==> config.mk <==
export PLATFORM = sky130hd
export DESIGN_NAME = branch_predictor
export DESIGN_NICKNAME = d
export VERILOG_FILES = /design/src/rtl/branch_predictor.sv
export SDC_FILE = /design/constraint.sdc
export NUM_CORES = 1
export LEC_CHECK = 0
export BUFFER_PORTS_ARGS = -buffer_cell sky130_fd_sc_hd__buf_4
export CAP_MARGIN = 5
export CORE_MARGIN = 3
export CORE_UTILIZATION = 24
export CTS_BUF_LIST = sky130_fd_sc_hd__clkbuf_8
export DETAILED_ROUTE_END_ITERATION = 12
export PLACE_DENSITY = 0.49
export SLEW_MARGIN = 20
export SYNTH_ARGS = -nofsm -noshare
export SYNTH_HDL_FRONTEND = slang
export SYNTH_SLANG_ARGS = --single-unit
==> constraint.sdc <==
create_clock -name clk -period 4.3 [get_ports clk]
set_input_delay 0.43 -clock clk [delete_from_list [all_inputs] [get_ports clk]]
set_output_delay 0.43 -clock clk [all_outputs]
set_load 0.05 [all_outputs]
==> src/rtl/branch_predictor.sv <==
// Two-bit saturating-counter branch history table with registered mispredict flag.
// Define BP_STATS_EN to add the saturating lookup/mispredict statistics counters and ports.
module branch_predictor #(
  parameter int INDEX_BITS = 6,
  parameter int PC_WIDTH   = 32
) (
  input  logic                clk,
  input  logic                reset,
  input  logic                lookup_en,
  input  logic [PC_WIDTH-1:0] lookup_pc,
  output logic [1:0]          pred_state,
  output logic                pred_taken,
  input  logic                upd_valid,
  input  logic [PC_WIDTH-1:0] upd_pc,
  input  logic                upd_taken,
  input  logic                upd_pred_taken,
`ifdef BP_STATS_EN
  output logic [15:0]         stat_lookups,
  output logic [15:0]         stat_mispredicts,
`endif
  output logic                mispredict
);

  localparam int ENTRIES = 1 << INDEX_BITS;
  localparam logic [1:0] CTR_STRONG_NT = 2'b00;
  localparam logic [1:0] CTR_WEAK_NT   = 2'b01;
  localparam logic [1:0] CTR_STRONG_T  = 2'b11;

  logic [1:0]            table_q [ENTRIES];
  logic [1:0]            table_d [ENTRIES];
  logic [INDEX_BITS-1:0] lookup_idx;
  logic [INDEX_BITS-1:0] upd_idx;
  logic                  mispredict_d;
  logic                  mispredict_q;
  logic                  mis_cond;

  assign lookup_idx = lookup_pc[INDEX_BITS+1:2];
  assign upd_idx    = upd_pc[INDEX_BITS+1:2];

  // Untagged table: upper PC bits and byte offset deliberately do not participate.
  logic unused_pc_bits;
  assign unused_pc_bits = ^{lookup_pc[PC_WIDTH-1:INDEX_BITS+2], lookup_pc[1:0],
                            upd_pc[PC_WIDTH-1:INDEX_BITS+2], upd_pc[1:0]};

  // No write-to-read bypass: a same-cycle update is seen only from the next cycle.
  assign pred_state = table_q[lookup_idx];
  assign pred_taken = pred_state[1];

  assign mis_cond = upd_valid & (upd_taken != upd_pred_taken);

  always_comb begin
    table_d = table_q;
    if (upd_valid) begin
      if (upd_taken) begin
        if (table_q[upd_idx] != CTR_STRONG_T) table_d[upd_idx] = table_q[upd_idx] + 2'd1;
      end else begin
        if (table_q[upd_idx] != CTR_STRONG_NT) table_d[upd_idx] = table_q[upd_idx] - 2'd1;
      end
    end
  end

  assign mispredict_d = mis_cond;

  always_ff @(posedge clk) begin
    if (reset) begin
      for (int i = 0; i < ENTRIES; i++) table_q[i] <= CTR_WEAK_NT;
      mispredict_q <= 1'b0;
    end else begin
      table_q      <= table_d;
      mispredict_q <= mispredict_d;
    end
  end

  assign mispredict = mispredict_q;

`ifdef BP_STATS_EN
  logic [15:0] stat_lookups_d;
  logic [15:0] stat_lookups_q;
  logic [15:0] stat_mispredicts_d;
  logic [15:0] stat_mispredicts_q;

  always_comb begin
    stat_lookups_d     = stat_lookups_q;
    stat_mispredicts_d = stat_mispredicts_q;
    if (lookup_en && (stat_lookups_q != 16'hFFFF)) stat_lookups_d = stat_lookups_q + 16'd1;
    if (mis_cond && (stat_mispredicts_q != 16'hFFFF)) stat_mispredicts_d = stat_mispredicts_q + 16'd1;
  end

  always_ff @(posedge clk) begin
    if (reset) begin
      stat_lookups_q     <= 16'd0;
      stat_mispredicts_q <= 16'd0;
    end else begin
      stat_lookups_q     <= stat_lookups_d;
      stat_mispredicts_q <= stat_mispredicts_d;
    end
  end

  assign stat_lookups     = stat_lookups_q;
  assign stat_mispredicts = stat_mispredicts_q;
`endif

endmodule

==> results of run 1 <==
==> area by class of cell <==
class                           instances  area share, %
Sequential cell                       129           31.2
Multi-Input combinational cell        605           52.2
Timing Repair Buffer                   70           6.81
Clock inverter                         11          0.651
Tap cell                              390           5.90
Clock buffer                           18           3.00
Inverter                                5          0.227
==> worst max-delay path, cell delays in order <==
cell and delay, ns:
buf_4 0.27, buf_4 0.28, nand3b_1 0.14, a21oi_1 0.07
o41a_1 0.43, nand3b_1 0.27, or4_1 0.57, ha_1 0.23
mux2i_1 0.22, nand4_1 0.45, or2_2 0.50, a21oi_1 0.14
o21ai_0 0.09
==> per-layer routing <==
layer	GRT usage [%]	vias up
met5	0	-
met4	3.90	0
met3	3.31	20
met2	23.3	209
met1	21.1	3232
li1	-	3053
==> power by group through the flow <==
stage	clock network, mW	logic (mW)	registers, mW
after global routing	0.951	0.399	1.21
after global placement	0	0.373	1.23
after floorplan	0	0.234	1.23
after detailed placement	0	0.373	1.23
final	0.874	0.374	1.21
after CTS	0.897	0.375	1.21
==> per-stage QoR <==
| step | setup slack [ns] | utilization [%] | power [mW] | hold WS, ns |
|---|---|---|---|---|
| global placement | 0.107 | 26.7 | 1.61 | 0.453 |
| finish | 0.526 | 27.7 | 2.46 | 0.290 |
| floorplan | 0.536 | - | 1.47 | 0.441 |
| CTS | 0.548 | 27.7 | 2.48 | 0.273 |
| global route | 0.304 | 27.7 | 2.56 | 0.287 |
| detailed placement | 0.0884 | 26.7 | 1.61 | 0.463 |
==> worst paths after layout <==
path	start	end	slack [ns]	cells after the start
max	upd_pc[3]	register	0.53	13
min	upd_pred_taken	mispredict	0.29	3
max reg2reg	table_q[19]	register	0.60	11
min reg2reg	table_q[39]	table_q[39]	0.47	2
==> layout by cell type (no fill, tap or decap), types with 3 or more instances in the layout <==
cell	count
and2_1	5
nor4_2	3
buf_12	3
nand4_1	4
nor3b_1	3
o22ai_1	8
buf_4	67
clkinv_2	7
nor2_1	35
a311oi_1	3
a22o_1	4
nand2_1	117
inv_1	8
clkbuf_8	18
o311ai_0	9
or3b_2	5
mux2i_1	50
nand3_1	49
dfxtp_1	129
and3_1	3
or2_2	7
mux4_2	40
nor2b_1	8
o211ai_1	10
nor3_1	3
a21oi_1	94
nand3b_1	13
o21ai_0	70
a221oi_1	11
mux2_2	5
==> cells by family (layout without fill, tap and decap cells) <==
group	count (synthesis)	count (layout)	share of synthesized area [%]
adders and majority gates	2	2	0.342
AOI/OAI and AO/OA	229	229	18.4
buffers and inverters	85	104	6.16
DFF	129	129	35.3
and+or+nand+nor	274	274	18.5
muxes	98	98	21.0
xor gates and xnor gates	2	2	0.240
==> cell usage after synthesis (7+ instances only) <==
master,instances,area (um2)
o311ai_0,9,78.8
o21ai_0,70,350
mux2i_1,50,500
a221oi_1,11,96.3
a21oi_1,94,470
mux4_2,40,901
nor2b_1,8,50.1
nor2_1,35,131
o22ai_1,8,50.1
nand2_1,117,439
buf_1,7,26.3
nand3b_1,13,97.6
dfxtp_1,129,2580
o211ai_1,10,75.1
clkbuf_1,50,188
or2_2,7,43.8
nand3_1,49,245
buf_2,9,45.0
==> summary.txt, run 1 <==
Floorplanning
  – Top Ports: 74
  – Starting Density: about a quarter
  – # rows: 63
  – Core ar.: 29,800 um2
  – Die ar.: roughly 33,000 um2
  – Die Wd: 181 um
  – DIE HEIGHT: 181 um

Worst setup path
  – Worst-path maximum fanout: 15
  – Critical Path AT: between 4 and 5 ns
  – CP Class: input pin to register
  – Worst endpoint required time: about 4.6 ns
  – Crit end category: register
  – Critical Path Start Type: input pin

Placement
  – Hpwl dp: 17,000 um
  – Cell total after placement: about 1,200
  – Port bufs: 20
  – GPL Wtd Cong: roughly 0.80
  – Post-DP Area: 7960 um2

Global route
  – Global route overflow: 0
  – GRT Overall Usage: between 10% and 20%
  – Largest net degree at the start of global routing: 55
  – Vias in the first global route: around 6,100
  – Initial antenna violation count: 0
  – First-pass GRT wire length: around 38,000 um

Power and ir drop
  – P_sw: roughly 750 uW
  – Comb power frac: between 10% and 20%
  – PwrDens: slightly below 300 nW/um2
  – Clock share of power: 35.6%
  – Switching share of power: a little under a third
  – Worst VDD drop: between 0.15 and 0.2 mV
  – Lkg Pwr: 2.79 nW
  – Int Pwr: about 1.7 mW
  – Flop pwr share: between 40 and 50%

Synthesis
  – Syn_nets: 891
  – EDFF count, synth: 0
  – Synth cell types: 63
  – Sequential area share after synthesis: between 30% and 40%
  – Synthesized area: around 7300 um2
  – Syn_area_per_cell: about 9 um2
  – FFs w/ async S/R, synth: 0%
  – YS warnings: 0
  – Gate Count Post-Synth: 819
  – Synth Flop Type: dfxtp_1
  – Synth Register Bits: between 100 and 150

STA
  – Final period util: between 80% and 90%
  – Max-slew violation count: 0
  – Hold Fails Final Rpt: 0
  – Worst-Margin Slew: approximately 1.1 ns
  – Final setup fails: 0
  – FMAX: roughly 0.26 GHz
  – Slew HR: approximately 29%
  – Unrepaired setup endpoints after global routing: no
  – Setup TNS: 0 ns
  – Min Tclk post-route: ~3.8 ns
  – Clock Skews: ~0.014 ns

Finish
  – Register area: around 2600 um2
  – Non-filler instance count after layout: about 1,200
  – Area grow syn2layout: 13.0%
  – Final instance area: slightly above 8000 um2
  – Share of cells above drive strength 1: approximately 19%
  – Net count reported at finish: 900
  – Layout fillers: 3,204
  – Area of the multi-input gates: ~4300 um2
  – Diodes inserted: 0

Clock tree
  – Sink Count: roughly 130
  – Root Buffer: clkbuf_8
  – CTS H-tree lvls: 4
  – Number of buffers created by CTS: 17
  – CTS Hold Bufs: 0
  – Worst-path clk slew: 0.07 ns
  – Clock Latency Late Sink: about 0.45 ns
  – Cts repair resizes: 0
  – Clock Path Buffers: 2
  – CTS tree: built
  – # Post-CTS Setup Buffers: 0

Routing
  – Initial DRC Count: between 500 and 600
  – Routed wl met3: 1510 um
  – DR vias: approximately 6,500
  – DRT Wirelength: about 25,000 um
  – Routed wl met2: 11,300 um
  – Detail-routed via count per cell: ~5.3
  – Met1 Wirelength: 11,500 um
  – Drt pass-1 iters: 5
  – Drt drc: 0
  – Avg WL per Cell: ~20 um
  – Final ANT Viol Nets: 0
  – Top sig layer: met4

Flow run
  – Max-cap violations: 0

Run status
  – Status: completed

Worst hold path
  – Hold Crit Class: input pin to register
No activity file was read; power rests on OpenSTA's default activity.
==> run 2, diff against run 1 <==
- PLACE_DENSITY: 0.49 -> 0.48
==> run 2 against run 1 <==
Compared with the run above:
- hold slack worse by 0.029 ns
- via count down 1.7%
- fmax down 2.3%
- clock skew up 0.0033 ns
- die area unchanged
- sequential cell count unchanged
- combinational power about the same
- sequential power about the same
- count of clock-buffer cells in the layout unchanged
- largest power group is now the clock network
==> summary.txt, run 2 (synthesis gave the netlist of run 1 again) <==
Run status
  – Status: completed

Placement
  – Port bufs: 20
  – Pre-CTS setup slack: a little over 0.08 ns
  – GPL Wtd Cong: around 0.81
  – Hpwl dp: approximately 17,000 um

Worst hold path
  – Worst Hold Depth: 3
  – Beginning of the worst hold path: upd_pred_taken
  – Hold Crit Class: input pin to register
  – Hold Path End: mispredict

STA
  – Setup ws final: 0.438 ns
  – Final setup fails: 0
  – Unrepaired setup endpoints after global routing: no
  – Slew HR: roughly a quarter
  – FMAX: about 0.26 GHz
  – Hold Fails Final Rpt: 0
  – Max-slew violation count: 0
  – Final period util: between 80% and 90%
  – Clock Skews: between 0.015 and 0.02 ns
  – Min Tclk post-route: between 3 and 4 ns
  – Setup TNS: 0 ns
  – Worst-Margin Slew: around 1.1 ns

Routing
  – Avg WL per Cell: 20.0 um
  – Final ANT Viol Nets: 0
  – DRT Wirelength: around 25,000 um
  – Detail-routed via count per cell: around 5.2
  – Drt drc: 0
  – Drt pass-1 iters: 5
  – Initial DRC Count: between 600 and 700
  – DR vias: around 6,400

Global route
  – Vias in the first global route: about 6,300
  – First-pass GRT wire length: slightly below 40,000 um
  – GRT Overall Usage: 15.3%
  – Largest net degree at the start of global routing: 67
  – Global route overflow: 0
  – Initial antenna violation count: 0

Floorplanning
  – Core ar.: 29,800 um2
  – Die ar.: approximately 33,000 um2
  – Top Ports: 74
  – Die Wd: 181 um
  – # rows: 63
  – Starting Density: 24.5%
  – DIE HEIGHT: around 180 um

Clock tree
  – CTS H-tree lvls: 4
  – Clock Latency Late Sink: between 0.4 and 0.5 ns
  – Clock Path Buffers: 2
  – Worst-path clk slew: about 0.08 ns
  – Number of buffers created by CTS: 17
  – Cts repair resizes: 0
  – CTS Hold Bufs: 0
  – # Post-CTS Setup Buffers: 0
  – Sink Count: around 130
  – Root Buffer: clkbuf_8
  – CTS tree: built

Finish
  – Net count reported at finish: ~900
  – Layout fillers: about 3,200
  – Layout Utilization: 28.3%
  – Commonest non-fill, non-tap cells in the layout: 129 x dfxtp_1, 117 x nand2_1, 94 x a21oi_1
  – Area grow syn2layout: 15.3%
  – Area of the multi-input gates: between 4000 and 5000 um2
  – Most common cell after layout, fill and taps aside: dfxtp_1
  – Diodes inserted: 0
  – Register area: approximately 2600 um2
  – Share of cells above drive strength 1: between 10% and 20%

Worst setup path
  – Crit end category: register
  – CP Buf/Inv Count: 2
  – Worst reg2reg path startpoint: table_q[19]
  – Crit-path cells: buf_4 -> and2b_1 -> a221oi_1 -> or3_1 -> nand3b_1 -> or4_1 -> ha_1 -> mux2i_1 -> buf_4 -> and4_1 -> nor2b_1 -> mux2i_1 -> nand2_1
  – Critical path's slowest cell: or4_1
  – R2R setup slack: 0.53 ns
  – Largest delay share family, worst path: simple AND/OR/NAND/NOR gates
  – Critical Path AT: 4.16 ns
  – CP Class: input pin to register
  – Largest stage delay, worst path: between 0.5 and 0.6 ns
  – Worst endpoint required time: 4.60 ns
  – Critical Path Start Type: input pin
  – Worst-path maximum fanout: 12
  – Reg2Reg Depth: 12

Power and ir drop
  – Pwr Total: between 2 and 3 mW
  – Lkg Pwr: roughly 2.8 nW
  – PwrDens: roughly 340 nW/um2
  – Worst VDD drop: 0.181 mV

Flow run
  – Max-cap violations: 0
==> run 2: area by class of cell <==
| class | count | area share, % |
|---|---|---|
| Multi-Input combinational cell | 605 | 51.1 |
| Sequential cell | 129 | 30.6 |
| Inverter | 5 | 0.223 |
| Tap cell | 390 | 5.79 |
| Timing Repair Buffer | 68 | 6.50 |
| Clock buffer | 18 | 2.94 |
| Clock inverter | 14 | 2.79 |
==> run 2: layer usage <==
layer / up-vias / GRT usage [%] / routed length [um]
met1: 3136 / 21.8 / 11600
met2: 188 / 23.8 / 11300
met4: 0 / 3.19 / 281
met3: 26 / 3.21 / 1450
li1: 3056 / - / -
met5: - / 0 / 0
==> run 2: worst reg2reg max path, stage by stage (launching register included) <==
cell and delay [ns]:
dfxtp_1 0.33, mux4_2 0.54, a22oi_1 0.18, nor2_1 0.07, nor4_2 0.35, or4b_1 0.47, ha_1 0.21, mux2i_1 0.13
buf_4 0.15, and4_1 0.50, nor2b_1 0.34, mux2i_1 0.25, nand2_1 0.08
==> run 2: stage by stage <==
stage          hold WS (ns)  cells  cell area (um2)
2_1_floorplan         0.441    819             7310
6_report              0.261   1229             8430
5_1_grt               0.240   1229             8430
3_3_place_gp          0.456   1197             7950
4_1_cts               0.243   1229             8430
3_5_place_dp          0.460   1197             7950
==> run 2: how the worst max path moves through the flow <==
stage	startpoint	endpoint	slack [ns]	depth (start not counted)
finish	upd_pc[3]	register	0.44	13
global placement	upd_pc[3]	register	0.12	13
global route	upd_pc[3]	register	0.29	13
floorplan	upd_pc[4]	register	0.54	16
detailed placement	upd_pc[3]	register	0.08	13
CTS	upd_pc[3]	register	0.48	13
==> run 2: report_power, final <==
group / internal (mW) / switching, mW
Combinational: 0.120 / 0.252
Sequential: 1.20 / 0.00593
Clock: 0.764 / 0.533
==> run 3, diff against run 2 <==
- RECOVER_POWER: unset -> 100
==> run 3 against run 2 <==
Compared with the run above:
- hold slack lost 0.0052 ns
- routed wire length up 0.33%
- core utilization is 0.24 points lower
- cell area down 0.85%
- non-clock buffer count is the same
- sequential cell count is the same
- cell count did not move
==> summary.txt, run 3 (synthesis gave the netlist of run 1 again) <==
Run status
  – Status: completed

Clock tree
  – # Post-CTS Setup Buffers: 0
  – CTS H-tree lvls: 4
  – Worst-path clk slew: around 0.080 ns
  – Cts repair resizes: 0
  – Number of buffers created by CTS: 17
  – CTS Hold Bufs: 0
  – CTS tree: built
  – Clock Path Buffers: 2
  – Root Buffer: clkbuf_8
  – Clock Latency Late Sink: 0.47 ns
  – Sink Count: about 130

Worst setup path
  – Worst endpoint required time: 4.60 ns
  – CP Class: input pin to register
  – Critical path's slowest cell: or4_1
  – CP Depth: 13
  – R2R setup slack: ~0.44 ns
  – Cell mode on critical path: mux2i_1
  – Reg2Reg Depth: 12
  – Crit end category: register
  – Critical Path AT: 4.28 ns
  – Critical Path Start Type: input pin
  – Largest stage delay, worst path: ~0.56 ns
  – Largest delay share family, worst path: simple AND/OR/NAND/NOR gates
  – Crit-path cells: buf_4 -> and2b_1 -> a221oi_1 -> or3_1 -> nand3b_1 -> or4_1 -> ha_1 -> mux2i_1 -> clkbuf_1 -> and4_1 -> nor2b_1 -> mux2i_1 -> nand2_1
  – Setup crit start: upd_pc[3]
  – Worst-path maximum fanout: 12
  – CP Buf/Inv Count: 2
  – Worst reg2reg path startpoint: table_q[19]

Finish
  – Non-filler instance count after layout: approximately 1,200
  – Share of cells above drive strength 1: about 18%
  – Most common cell after layout, fill and taps aside: dfxtp_1
  – Area grow syn2layout: 14.3%
  – Net count reported at finish: roughly 900
  – Final instance area: 8360 um2
  – Commonest non-fill, non-tap cells in the layout: 129 x dfxtp_1, 117 x nand2_1, 94 x a21oi_1
  – Layout fillers: roughly 3,200
  – Diodes inserted: 0

STA
  – Final setup fails: 0
  – FMAX: between 0.2 and 0.3 GHz
  – Unrepaired setup endpoints after global routing: no
  – Max-slew violation count: 0
  – Setup TNS: 0 ns
  – Hold Slack: 0.256 ns
  – Clock Skews: 0.0172 ns
  – Min Tclk post-route: 3.97 ns
  – Hold Fails Final Rpt: 0
  – Slew HR: 9.72%
  – Worst-Margin Slew: 1.35 ns
  – Final period util: 92.4%
  – Setup ws final: approximately 0.33 ns

Floorplanning
  – # rows: 63
  – DIE HEIGHT: roughly 180 um
  – Starting Density: between 20 and 25%
  – Core ar.: 29,800 um2
  – Die Wd: about 180 um
  – Top Ports: 74
  – Die ar.: roughly 33,000 um2

Routing
  – Drt drc: 0
  – Initial DRC Count: between 600 and 700
  – DR vias: approximately 6,400
  – Final ANT Viol Nets: 0
  – DRT Wirelength: around 25,000 um
  – Drt pass-1 iters: 5
  – Avg WL per Cell: a little over 20 um
  – Detail-routed via count per cell: between 5 and 6

Placement
  – Hpwl dp: approximately 17,000 um
  – Pre-CTS setup slack: 0.0821 ns
  – Post-DP Area: slightly below 8000 um2
  – Port bufs: 20
  – Cell total after placement: around 1,200
  – GPL Wtd Cong: between 0.8 and 0.9

Global route
  – GRT Overall Usage: roughly 15%
  – Vias in the first global route: about 6,300
  – Global route overflow: 0
  – First-pass GRT wire length: just under 40,000 um
  – Initial antenna violation count: 0
  – Largest net degree at the start of global routing: 67

Flow run
  – Max-cap violations: 0

Power and ir drop
  – Switching share of power: between 20% and 30%
  – PwrDens: about 340 nW/um2
  – P_sw: approximately 790 uW
  – Worst VDD drop: around 0.18 mV
  – Comb power frac: roughly 13%
  – Int Pwr: 2.08 mW
  – Lkg Pwr: between 2 and 3 nW
  – Clock share of power: 45.2%
  – Flop pwr share: approximately 42%

Worst hold path
  – Hold Crit Class: input pin to register
  – Worst Hold Depth: 3
## run 3: worst register-to-register path, stage by stage (launching register included)
cell	delay [ns]
dfxtp_1	0.33
mux4_2	0.53
a22oi_1	0.18
nor2_1	0.07
nor4_2	0.36
or4b_1	0.47
ha_1	0.21
mux2i_1	0.13
clkbuf_1	0.22
and4_1	0.53
nor2b_1	0.33
mux2i_1	0.25
nand2_1	0.08
## run 3: power by group through the flow
| stage | clock network [mW] | logic, mW | registers, mW |
|---|---|---|---|
| 6_report | 1.30 | 0.364 | 1.21 |
| 5_1_grt | 1.38 | 0.392 | 1.21 |
| 4_1_cts | 1.32 | 0.374 | 1.21 |
| 3_5_place_dp | 0 | 0.373 | 1.23 |
| 3_3_place_gp | 0 | 0.372 | 1.23 |
| 2_1_floorplan | 0 | 0.234 | 1.23 |
## run 3: cell type report
class / count / area, um2 / area share, %
clock buffers: 18 / 248 / 2.96
clock inverters: 14 / 235 / 2.81
inverters: 5 / 18.8 / 0.225
multi-input cells: 605 / 4300 / 51.4
flip-flops and latches: 129 / 2580 / 30.9
well taps: 390 / 488 / 5.84
repair buffers: 68 / 489 / 5.85
## run 3: worst min-delay path by stage
stage / startpoint / to
after floorplan: table_q[9] / table_q[9]
after global placement: table_q[79] / table_q[79]
after detailed placement: table_q[45] / table_q[45]
after CTS: upd_pred_taken / mispredict
after global routing: upd_pred_taken / mispredict
final: upd_pred_taken / mispredict
## run 3: stage by stage
step,power [mW],utilization (%)
final,2.87,28.1
after CTS,2.90,28.3
after global placement,1.61,26.7
after detailed placement,1.61,26.7
after global routing,2.98,28.1
after floorplan,1.47,-
## run 3: layer usage
metal / vias to the layer above / global-route usage, % / routed length [um]
li1: 3064 / - / -
met1: 3131 / 21.8 / 11700
met2: 200 / 23.8 / 11300
met3: 25 / 3.21 / 1390
met4: 0 / 3.19 / 332
met5: - / 0 / 0
